==> config.mk <==
export PLATFORM = sky130hd
export DESIGN_NAME = hfosc_ctrl
export DESIGN_NICKNAME = d
export VERILOG_FILES = /design/src/rtl/hfosc_ctrl.sv
export SDC_FILE = /design/constraint.sdc
export NUM_CORES = 1
export LEC_CHECK = 0
export BUFFER_PORTS_ARGS = -buffer_cell sky130_fd_sc_hd__buf_2
export CAP_MARGIN = 20
export CORE_ASPECT_RATIO = 1.2
export CORE_UTILIZATION = 33
export CTS_CLUSTER_SIZE = 25
export DETAILED_ROUTE_END_ITERATION = 10
export GPL_ROUTABILITY_DRIVEN = 0
export PLACE_DENSITY = 0.48
export SYNTH_ARGS = -nofsm -noshare
export SYNTH_HDL_FRONTEND = slang
export SYNTH_SLANG_ARGS = --single-unit
==> constraint.sdc <==
create_clock -name clk -period 2.66 [get_ports clk]
set_input_delay 0.532 -clock clk [delete_from_list [all_inputs] [get_ports clk]]
set_output_delay 0.532 -clock clk [all_outputs]
set_load 0.01 [all_outputs]
==> src/rtl/hfosc_ctrl.sv <==
// High-speed oscillator power controller: synchronizes per-requester clock demand
// and sequences the oscillator through power-up settle, enable, idle hold and power-down.
module hfosc_ctrl #(
    parameter int N_REQ         = 4,
    parameter int SETTLE_CYCLES = 8,
    parameter int HOLD_CYCLES   = 16
) (
    input  logic             clk,
    input  logic             rst_n,
    input  logic [N_REQ-1:0] req,
    output logic [N_REQ-1:0] gnt,
    output logic             osc_pu,
    output logic             osc_en,
    output logic             osc_ready,
    output logic [2:0]       state
);

    localparam int MAX_CYCLES = (SETTLE_CYCLES > HOLD_CYCLES) ? SETTLE_CYCLES : HOLD_CYCLES;
    localparam int CW         = $clog2(MAX_CYCLES) + 1;
    localparam logic [CW-1:0] SETTLE_LAST = CW'(SETTLE_CYCLES - 1);
    localparam logic [CW-1:0] HOLD_LAST   = CW'(HOLD_CYCLES - 1);

    typedef enum logic [2:0] {
        OFF   = 3'd0,
        PWRUP = 3'd1,
        ON    = 3'd2,
        HOLD  = 3'd3,
        PWRDN = 3'd4
    } state_e;

    state_e          state_q, state_d;
    logic [CW-1:0]   cnt_q, cnt_d, cnt_inc_s;
    logic [N_REQ-1:0] req_meta_q, req_sync_q;
    logic            any_req_s;
    logic            pu_q, en_q, rdy_q;
    logic            pu_d, en_d, rdy_d;

    // Two-flop synchronizer for the asynchronous request lines
    always_ff @(posedge clk or negedge rst_n) begin
        if (!rst_n) begin
            req_meta_q <= '0;
            req_sync_q <= '0;
        end else begin
            req_meta_q <= req;
            req_sync_q <= req_meta_q;
        end
    end

    assign any_req_s = |req_sync_q;
    // Saturating increment: the counter must never wrap back to a terminal count
    assign cnt_inc_s = (cnt_q == {CW{1'b1}}) ? cnt_q : cnt_q + {{(CW-1){1'b0}}, 1'b1};

    // State, counter and output registers
    always_ff @(posedge clk or negedge rst_n) begin
        if (!rst_n) begin
            state_q <= OFF;
            cnt_q   <= '0;
            pu_q    <= 1'b0;
            en_q    <= 1'b0;
            rdy_q   <= 1'b0;
        end else begin
            state_q <= state_d;
            cnt_q   <= cnt_d;
            pu_q    <= pu_d;
            en_q    <= en_d;
            rdy_q   <= rdy_d;
        end
    end

    // Next-state and counter logic
    always_comb begin
        state_d = state_q;
        cnt_d   = cnt_q;
        case (state_q)
            OFF: begin
                cnt_d = '0;
                if (any_req_s) begin
                    state_d = PWRUP;
                end else begin
                    state_d = OFF;
                end
            end
            PWRUP: begin
                if (cnt_q == SETTLE_LAST) begin
                    state_d = ON;
                    cnt_d   = '0;
                end else begin
                    cnt_d = cnt_inc_s;
                end
            end
            ON: begin
                cnt_d = '0;
                if (!any_req_s) begin
                    state_d = HOLD;
                end else begin
                    state_d = ON;
                end
            end
            HOLD: begin
                if (any_req_s) begin
                    state_d = ON;
                    cnt_d   = '0;
                end else if (cnt_q == HOLD_LAST) begin
                    state_d = PWRDN;
                    cnt_d   = '0;
                end else begin
                    cnt_d = cnt_inc_s;
                end
            end
            PWRDN: begin
                cnt_d = '0;
                if (any_req_s) begin
                    state_d = PWRUP;
                end else begin
                    state_d = OFF;
                end
            end
            default: begin
                state_d = OFF;
                cnt_d   = '0;
            end
        endcase
    end

    // Output decode from the upcoming state so registered pins line up with state
    always_comb begin
        pu_d  = 1'b0;
        en_d  = 1'b0;
        rdy_d = 1'b0;
        case (state_d)
            OFF:     begin pu_d = 1'b0; en_d = 1'b0; rdy_d = 1'b0; end
            PWRUP:   begin pu_d = 1'b1; en_d = 1'b0; rdy_d = 1'b0; end
            ON:      begin pu_d = 1'b1; en_d = 1'b1; rdy_d = 1'b1; end
            HOLD:    begin pu_d = 1'b1; en_d = 1'b1; rdy_d = 1'b1; end
            PWRDN:   begin pu_d = 1'b1; en_d = 1'b0; rdy_d = 1'b0; end
            default: begin pu_d = 1'b0; en_d = 1'b0; rdy_d = 1'b0; end
        endcase
    end

    assign osc_pu    = pu_q;
    assign osc_en    = en_q;
    assign osc_ready = rdy_q;
    assign state     = state_q;
    assign gnt       = req_sync_q & {N_REQ{rdy_q}};

endmodule

==> flow_summary_export.csv, run 1 <==
group,metric,value,unit
finish,regArea,450,µm²
pwr,p_leak,0.418,nW
timing,period_share,0.603,
worst_hold_path,hp-class,"in2async",
timing,skew,0.00290,ns
global_route,grt_pass1_vias,552,
timing,final_hold_viol_count,0,
global_route,overflow,0,
global_route,antenna_found_initial,0,
run,max_cap_viol_count,0,
synthesis,yosysTopAreaCell,"dfrtp_1",
route,num_vias,567,
clock_tree,post_cts_buffers,0,
finish,multiInputGateArea,304,µm²
global_route,grt_pass1_wl,2540,µm
finish,final.fill_count,247,
timing,finalCriticalPeriod,1.60,ns
timing,maxSlewViolCount,0,
timing,relSlewSlack,0.638,
route,vias_per_cell,5.02,
critical_path,cpMaxStageDelayCell,"dfrtp_1",
synthesis,synth_cell_type_count,31,
run_status,outcome,"complete, no violations",
clock_tree,cts_resized,0,
clock_tree,clockBufferDepth,2,
critical_path,required,2.88,ns
critical_path,max_stage_delay,0.43,ns
synthesis,synth.yosys.seq_area_share,0.567,
clock_tree,cts_num_sinks,18,
timing,rsz0062_at_grt,"false",
synthesis,ys_ff_latch,18,
finish,drive_gt1_frac,0.244,
critical_path,crit_type,"reg2reg",
finish,diodes,0,
floorplanning,num_rows,19,
synthesis,yosysTopAreaCellShare,0.567,
finish,layout.nets,91,
timing,setup_viol,0,
clock_tree,cts_hold_buffers,0,
critical_path,worstPathCellList,"ha_1 > and4bb_1 > or3_4 > a21oi_1",
route,wl_per_cell,12.8,µm
finish,syn_to_final_growth,13.5,%
floorplanning,die_area,2610,µm²
placement,place_hpwl,1050,µm
placement,numPortBuffers,15,
synthesis,syn_area,795,µm²
global_route,globalRouteMet2Util,0.194,
route,drc,0,
floorplanning,num_io_pins,16,
route,drt_iter0_drc,7,
critical_path,arrival,1.82,ns
route,antenna_left,0,
global_route,grt.busiest_layer,"met2",
timing,setup-tns-final,0,ns
floorplanning,start_util,0.348,
floorplanning,core,2280,µm²
synthesis,synthTopCellsByCount,"dfrtp_1 (18), a21oi_1 (5), and2_1 (4)",
floorplanning,die_w,46.8,µm
global_route,grtUsageMet1,0.194,
synthesis,yosys_warnings,0,
synthesis,syn-instance-count,69,
synthesis,synthesis.nets,76,
synthesis,yosys-top-cells-area,"dfrtp_1 (57%), mux2i_1 (3.8%), a21oi_1 (3.1%), and2_1 (3.1%), nand4b_1 (2.2%)",
route,wirelength,1440,µm
synthesis,avgSynthCellArea,11.5,µm²
clock_tree,cts-root-buf,"clkbuf_4",
pwr,ir_worst_vdd,0.395,mV
clock_tree,htreeDepth,1,
clock_tree,path_clk_slew,0.09,ns
pwr,pwr_density_cell,818,nW/µm²
synthesis,ys_async_sr_fraction,1.00,
synthesis,yosysMostFrequentCell,"dfrtp_1",
critical_path,crit_path_end_kind,"flip-flop",
clock_tree,tritoncts,"done",
global_route,grt.total_usage,0.138,
global_route,grt_max_degree,19,
synthesis,synth-edff-count,0,
synthesis,synth-main-ff-cell,"dfrtp_1",
finish,utilization,0.395,
clock_tree,clock_latency,0.28,ns
critical_path,startpoint_type,"flip-flop",
critical_path,cp_max_fo,9,
floorplanning,die_y,55.8,µm
timing,tightest_slew,0.538,ns
global_route,grtUsageMet3,0.0292,
clock_tree,numCtsBuffers,3,
timing,fmax,0.623,GHz
route,dr.pass1.iters,3,
power breakdown:
part           internal, mW  leakage (nW)  total (mW)  switching [mW]
clock                0.0525        0.0138       0.129          0.0761
sequential            0.318         0.220       0.387          0.0685
combinational         0.109         0.184       0.223           0.114
total                 0.480         0.418       0.738           0.258
critical path: cells and delay by family (launching register included):
family                     cells  cell delay, ns
AOI/OAI and AO/OA              1            0.15
adders and majority gates      1            0.31
DFF                            1            0.43
and+or+nand+nor                2            0.65
cell usage in the layout (no fill, tap or decap), types with 2 or more instances in the layout:
cell type  netlist  routed
a21boi_0         2       2
a21oi_1          5       5
and2_1           4       4
buf_2            2      15
clkbuf_4         0       3
dfrtp_1         18      18
inv_1            3       3
mux2i_1          3       3
nand2_1          2       2
nand3_1          2       2
nand4_1          2       2
nand4b_1         2       2
nor2_1           3       3
nor4_1           2       2
state kept, by name, indices dropped and copies added, names as in the netlist:
| signal | count |
|---|---|
| cnt_q | 5 |
| osc_pu | 1 |
| osc_ready | 1 |
| req_meta_q | 4 |
| req_sync_q | 4 |
| state | 3 |
layout make-up:
cell class                      count  share of cell area
Clock buffer                        3              0.0250
Sequential cell                    18               0.499
Tap cell                           31              0.0430
Inverter                            3              0.0125
Multi-Input combinational cell     43               0.337
Timing Repair Buffer               15              0.0832
logic make-up after synthesis:
kind of cell	synth area share
DFF	0.567
buffers and inverters	0.0504
and+or+nand+nor	0.195
adders and majority gates	0.0157
muxes	0.0378
AOI/OAI and AO/OA	0.134
stage by stage:
step                      power (mW)  setup WS (ns)  hold WS, ns  instance area [µm²]  cells
after floorplan                0.546           1.14        0.236                  795     69
after global placement         0.618           1.11        0.331                  880    110
after detailed placement       0.618           1.07        0.336                  880    110
after CTS                      0.751           1.04        0.163                  902    113
after global routing           0.801          0.981        0.172                  902    113
final                          0.738           1.06        0.157                  902    113
final timing paths:
| check | start | endpoint | slack [ns] | cells after the start |
|---|---|---|---|---|
| worst max-delay path | cnt_q[0] | cnt_q[2] | 1.06 | 4 |
| worst min-delay path | rst_n | req_sync_q[3] | 0.16 | 1 |
| worst max register to register | cnt_q[0] | cnt_q[2] | 1.06 | 4 |
| worst min register to register | req_meta_q[2] | req_sync_q[2] | 0.36 | 0 |
| max in group asynchronous | rst_n | cnt_q[4] | 2.23 | 1 |
| min in group clk | req[2] | req_meta_q[2] | 0.35 | 1 |
metal layers:
metal  share of wire  wire [µm]  vias to the layer above
met1            0.44        638                      274
li1                -          -                      282
met2            0.52        754                        9
met5               0          0                        -
met3           0.024         34                        2
met4          0.0097         14                        0
(Power assumes the default switching activity.)
==> run 2, diff against run 1 <==
==> constraint.sdc (replaced) <==
create_clock -name clk -period 1.55 [get_ports clk]
set_input_delay 0.31 -clock clk [delete_from_list [all_inputs] [get_ports clk]]
set_output_delay 0.31 -clock clk [all_outputs]
set_load 0.01 [all_outputs]
==> run 2 against run 1 <==
Clock-buffer cell count increased by 1; critical path depth unchanged; sequential cell count unchanged; total power increased by 85%.
==> flow_summary_export.csv, run 2 (synthesis gave the netlist of run 1 again) <==
group,metric,value,unit
timing,skew,0.00455,ns
clock_tree,cts_num_sinks,18,
worst_hold_path,holdPathEnd,"req_meta_q[3]",
floorplanning,die_w,46.8,µm
finish,layout_common_cells,"dfrtp_1 (18), buf_2 (15), a21oi_1 (5), buf_4 (5), and2_1 (4)",
global_route,overflow,0,
global_route,grt_pass1_wl,2550,µm
worst_hold_path,hp-class,"in2reg",
critical_path,crit_path_end_kind,"flip-flop",
route,num_vias,605,
floorplanning,num_rows,19,
critical_path,cpMaxStageDelayCell,"dfrtp_1",
global_route,grt_pass1_vias,564,
critical_path,critical_path.top_delay_family,"simple AND/OR/NAND/NOR gates",
clock_tree,cts-root-buf,"clkbuf_4",
timing,relSlewSlack,0.717,
worst_hold_path,holdPathStages,1,
floorplanning,num_io_pins,16,
route,vias_per_cell,5.04,
pwr,p_leak,0.456,nW
finish,utilization,0.422,
timing,rsz0062_at_grt,"false",
clock_tree,clockBufferDepth,2,
critical_path,reg2regPathDepth,4,
clock_tree,path_clk_slew,0.10,ns
finish,final.fill_count,241,
finish,syn_to_final_growth,21.3,%
route,wl_per_cell,12.2,µm
critical_path,arrival,1.68,ns
clock_tree,htreeDepth,1,
floorplanning,die_y,55.8,µm
timing,maxSlewViolCount,0,
finish,layout.nets,97,
finish,drive_gt1_frac,0.292,
route,wirelength,1460,µm
timing,finalCriticalPeriod,1.46,ns
placement,numPortBuffers,15,
critical_path,max_stage_delay,0.43,ns
critical_path,worst-path-buf-inv,0,
finish,largest_reg_flops,5,
clock_tree,numCtsBuffers,3,
critical_path,startpoint_type,"flip-flop",
global_route,grt.total_usage,0.136,
floorplanning,core,2280,µm²
finish,largest_register,"cnt_q",
floorplanning,die_area,2610,µm²
critical_path,crit_type,"reg2reg",
timing,final_hold_viol_count,0,
finish,diodes,0,
route,antenna_left,0,
run,max_cap_viol_count,0,
route,drt_iter0_drc,15,
timing,setup-tns-final,0,ns
critical_path,cp_max_fo,4,
run_status,outcome,"complete, no violations",
route,dr.pass1.iters,4,
critical_path,reg2reg_to,"cnt_q[2]",
pwr,pwr_density_cell,1420,nW/µm²
critical_path,required,1.77,ns
clock_tree,clock_latency,0.29,ns
critical_path,rr_startpoint,"cnt_q[1]",
timing,period_share,0.944,
timing,setup_viol,0,
finish,mostFrequentLayoutCell,"dfrtp_1",
floorplanning,start_util,0.348,
global_route,antenna_found_initial,0,
clock_tree,tritoncts,"done",
placement,place_hpwl,1090,µm
critical_path,worstPathCellList,"ha_1 > and4bb_1 > or3_4 > a21oi_1",
timing,tightest_slew,0.420,ns
pwr,ir_worst_vdd,0.654,mV
pwr,power,1.37,mW
global_route,grt_max_degree,19,
timing,fmax,0.683,GHz
finish,top_regs,"cnt_q (5), req_meta_q (4), req_sync_q (4)",
critical_path,rrSetupSlack,0.09,ns
route,drc,0,
worst_hold_path,min-delay-start,"req[3]",
run 2: changes by cell type in the layout (fill, tap and decap cells not counted), sizes merged:
cell	before	now
buf	15	20
dlygate4sd3	0	1
clkbuf	3	4
run 2: worst reg2reg max path, delay by kind of cell (launching register included):
family / cells / cell delay (ns)
adders and majority gates: 1 / 0.20
and+or+nand+nor: 2 / 0.61
AOI/OAI and AO/OA: 1 / 0.15
DFF: 1 / 0.43
run 2: how the worst max path moves through the flow:
stage | start | to | slack [ns] | depth (start not counted)
final | cnt_q[1] | cnt_q[2] | 0.09 | 4
after global routing | cnt_q[1] | cnt_q[2] | 0.009 | 4
after CTS | cnt_q[0] | cnt_q[2] | 0.07 | 4
after detailed placement | cnt_q[0] | cnt_q[2] | 0.09 | 4
after global placement | req_sync_q[0] | state[2] | 0.09 | 2
after floorplan | cnt_q[0] | cnt_q[1] | 0.03 | 5
run 2: layer usage:
layer,part of all wire,wire length (µm),vias to the layer above,track usage
li1,-,-,295,-
met1,0.46,668,295,0.185
met2,0.50,732,11,0.204
met3,0.024,35,4,0.0292
met4,0.016,23,0,0.0612
met5,0,0,-,0
run 2: repair_timing:
item	CTS	global route
endpoints found under the setup margin	0	1
setup buffers	0	1
endpoints found under the hold margin	18	0
resized for setup	0	0
hold buffers	1	0
run 2: layout make-up:
cell class / count / area [µm²] / share of cell area
Clock buffer: 4 / 36.3 / 0.0377
Sequential cell: 18 / 450 / 0.468
Inverter: 3 / 11.3 / 0.0117
Multi-Input combinational cell: 43 / 304 / 0.316
Tap cell: 31 / 38.8 / 0.0403
Timing Repair Buffer: 21 / 123 / 0.127
run 2: metrics by stage:
| step | cells | setup WS (ns) | hold slack [ns] | instance area [µm²] |
|---|---|---|---|---|
| detailed placement | 114 | 0.0906 | 0.261 | 910 |
| finish | 120 | 0.0868 | 0.122 | 963 |
| CTS | 119 | 0.0698 | 0.108 | 956 |
| global placement | 114 | 0.0931 | 0.256 | 910 |
| floorplan | 69 | 0.0259 | 0.0144 | 795 |
| global route | 120 | 0.00863 | 0.0910 | 963 |
run 2: report_power, final:
group          internal [mW]  total (mW)  switching, mW
logic                  0.219       0.439          0.221
clock network          0.143       0.281          0.138
registers              0.546       0.646         0.0997
total                  0.908        1.37          0.459
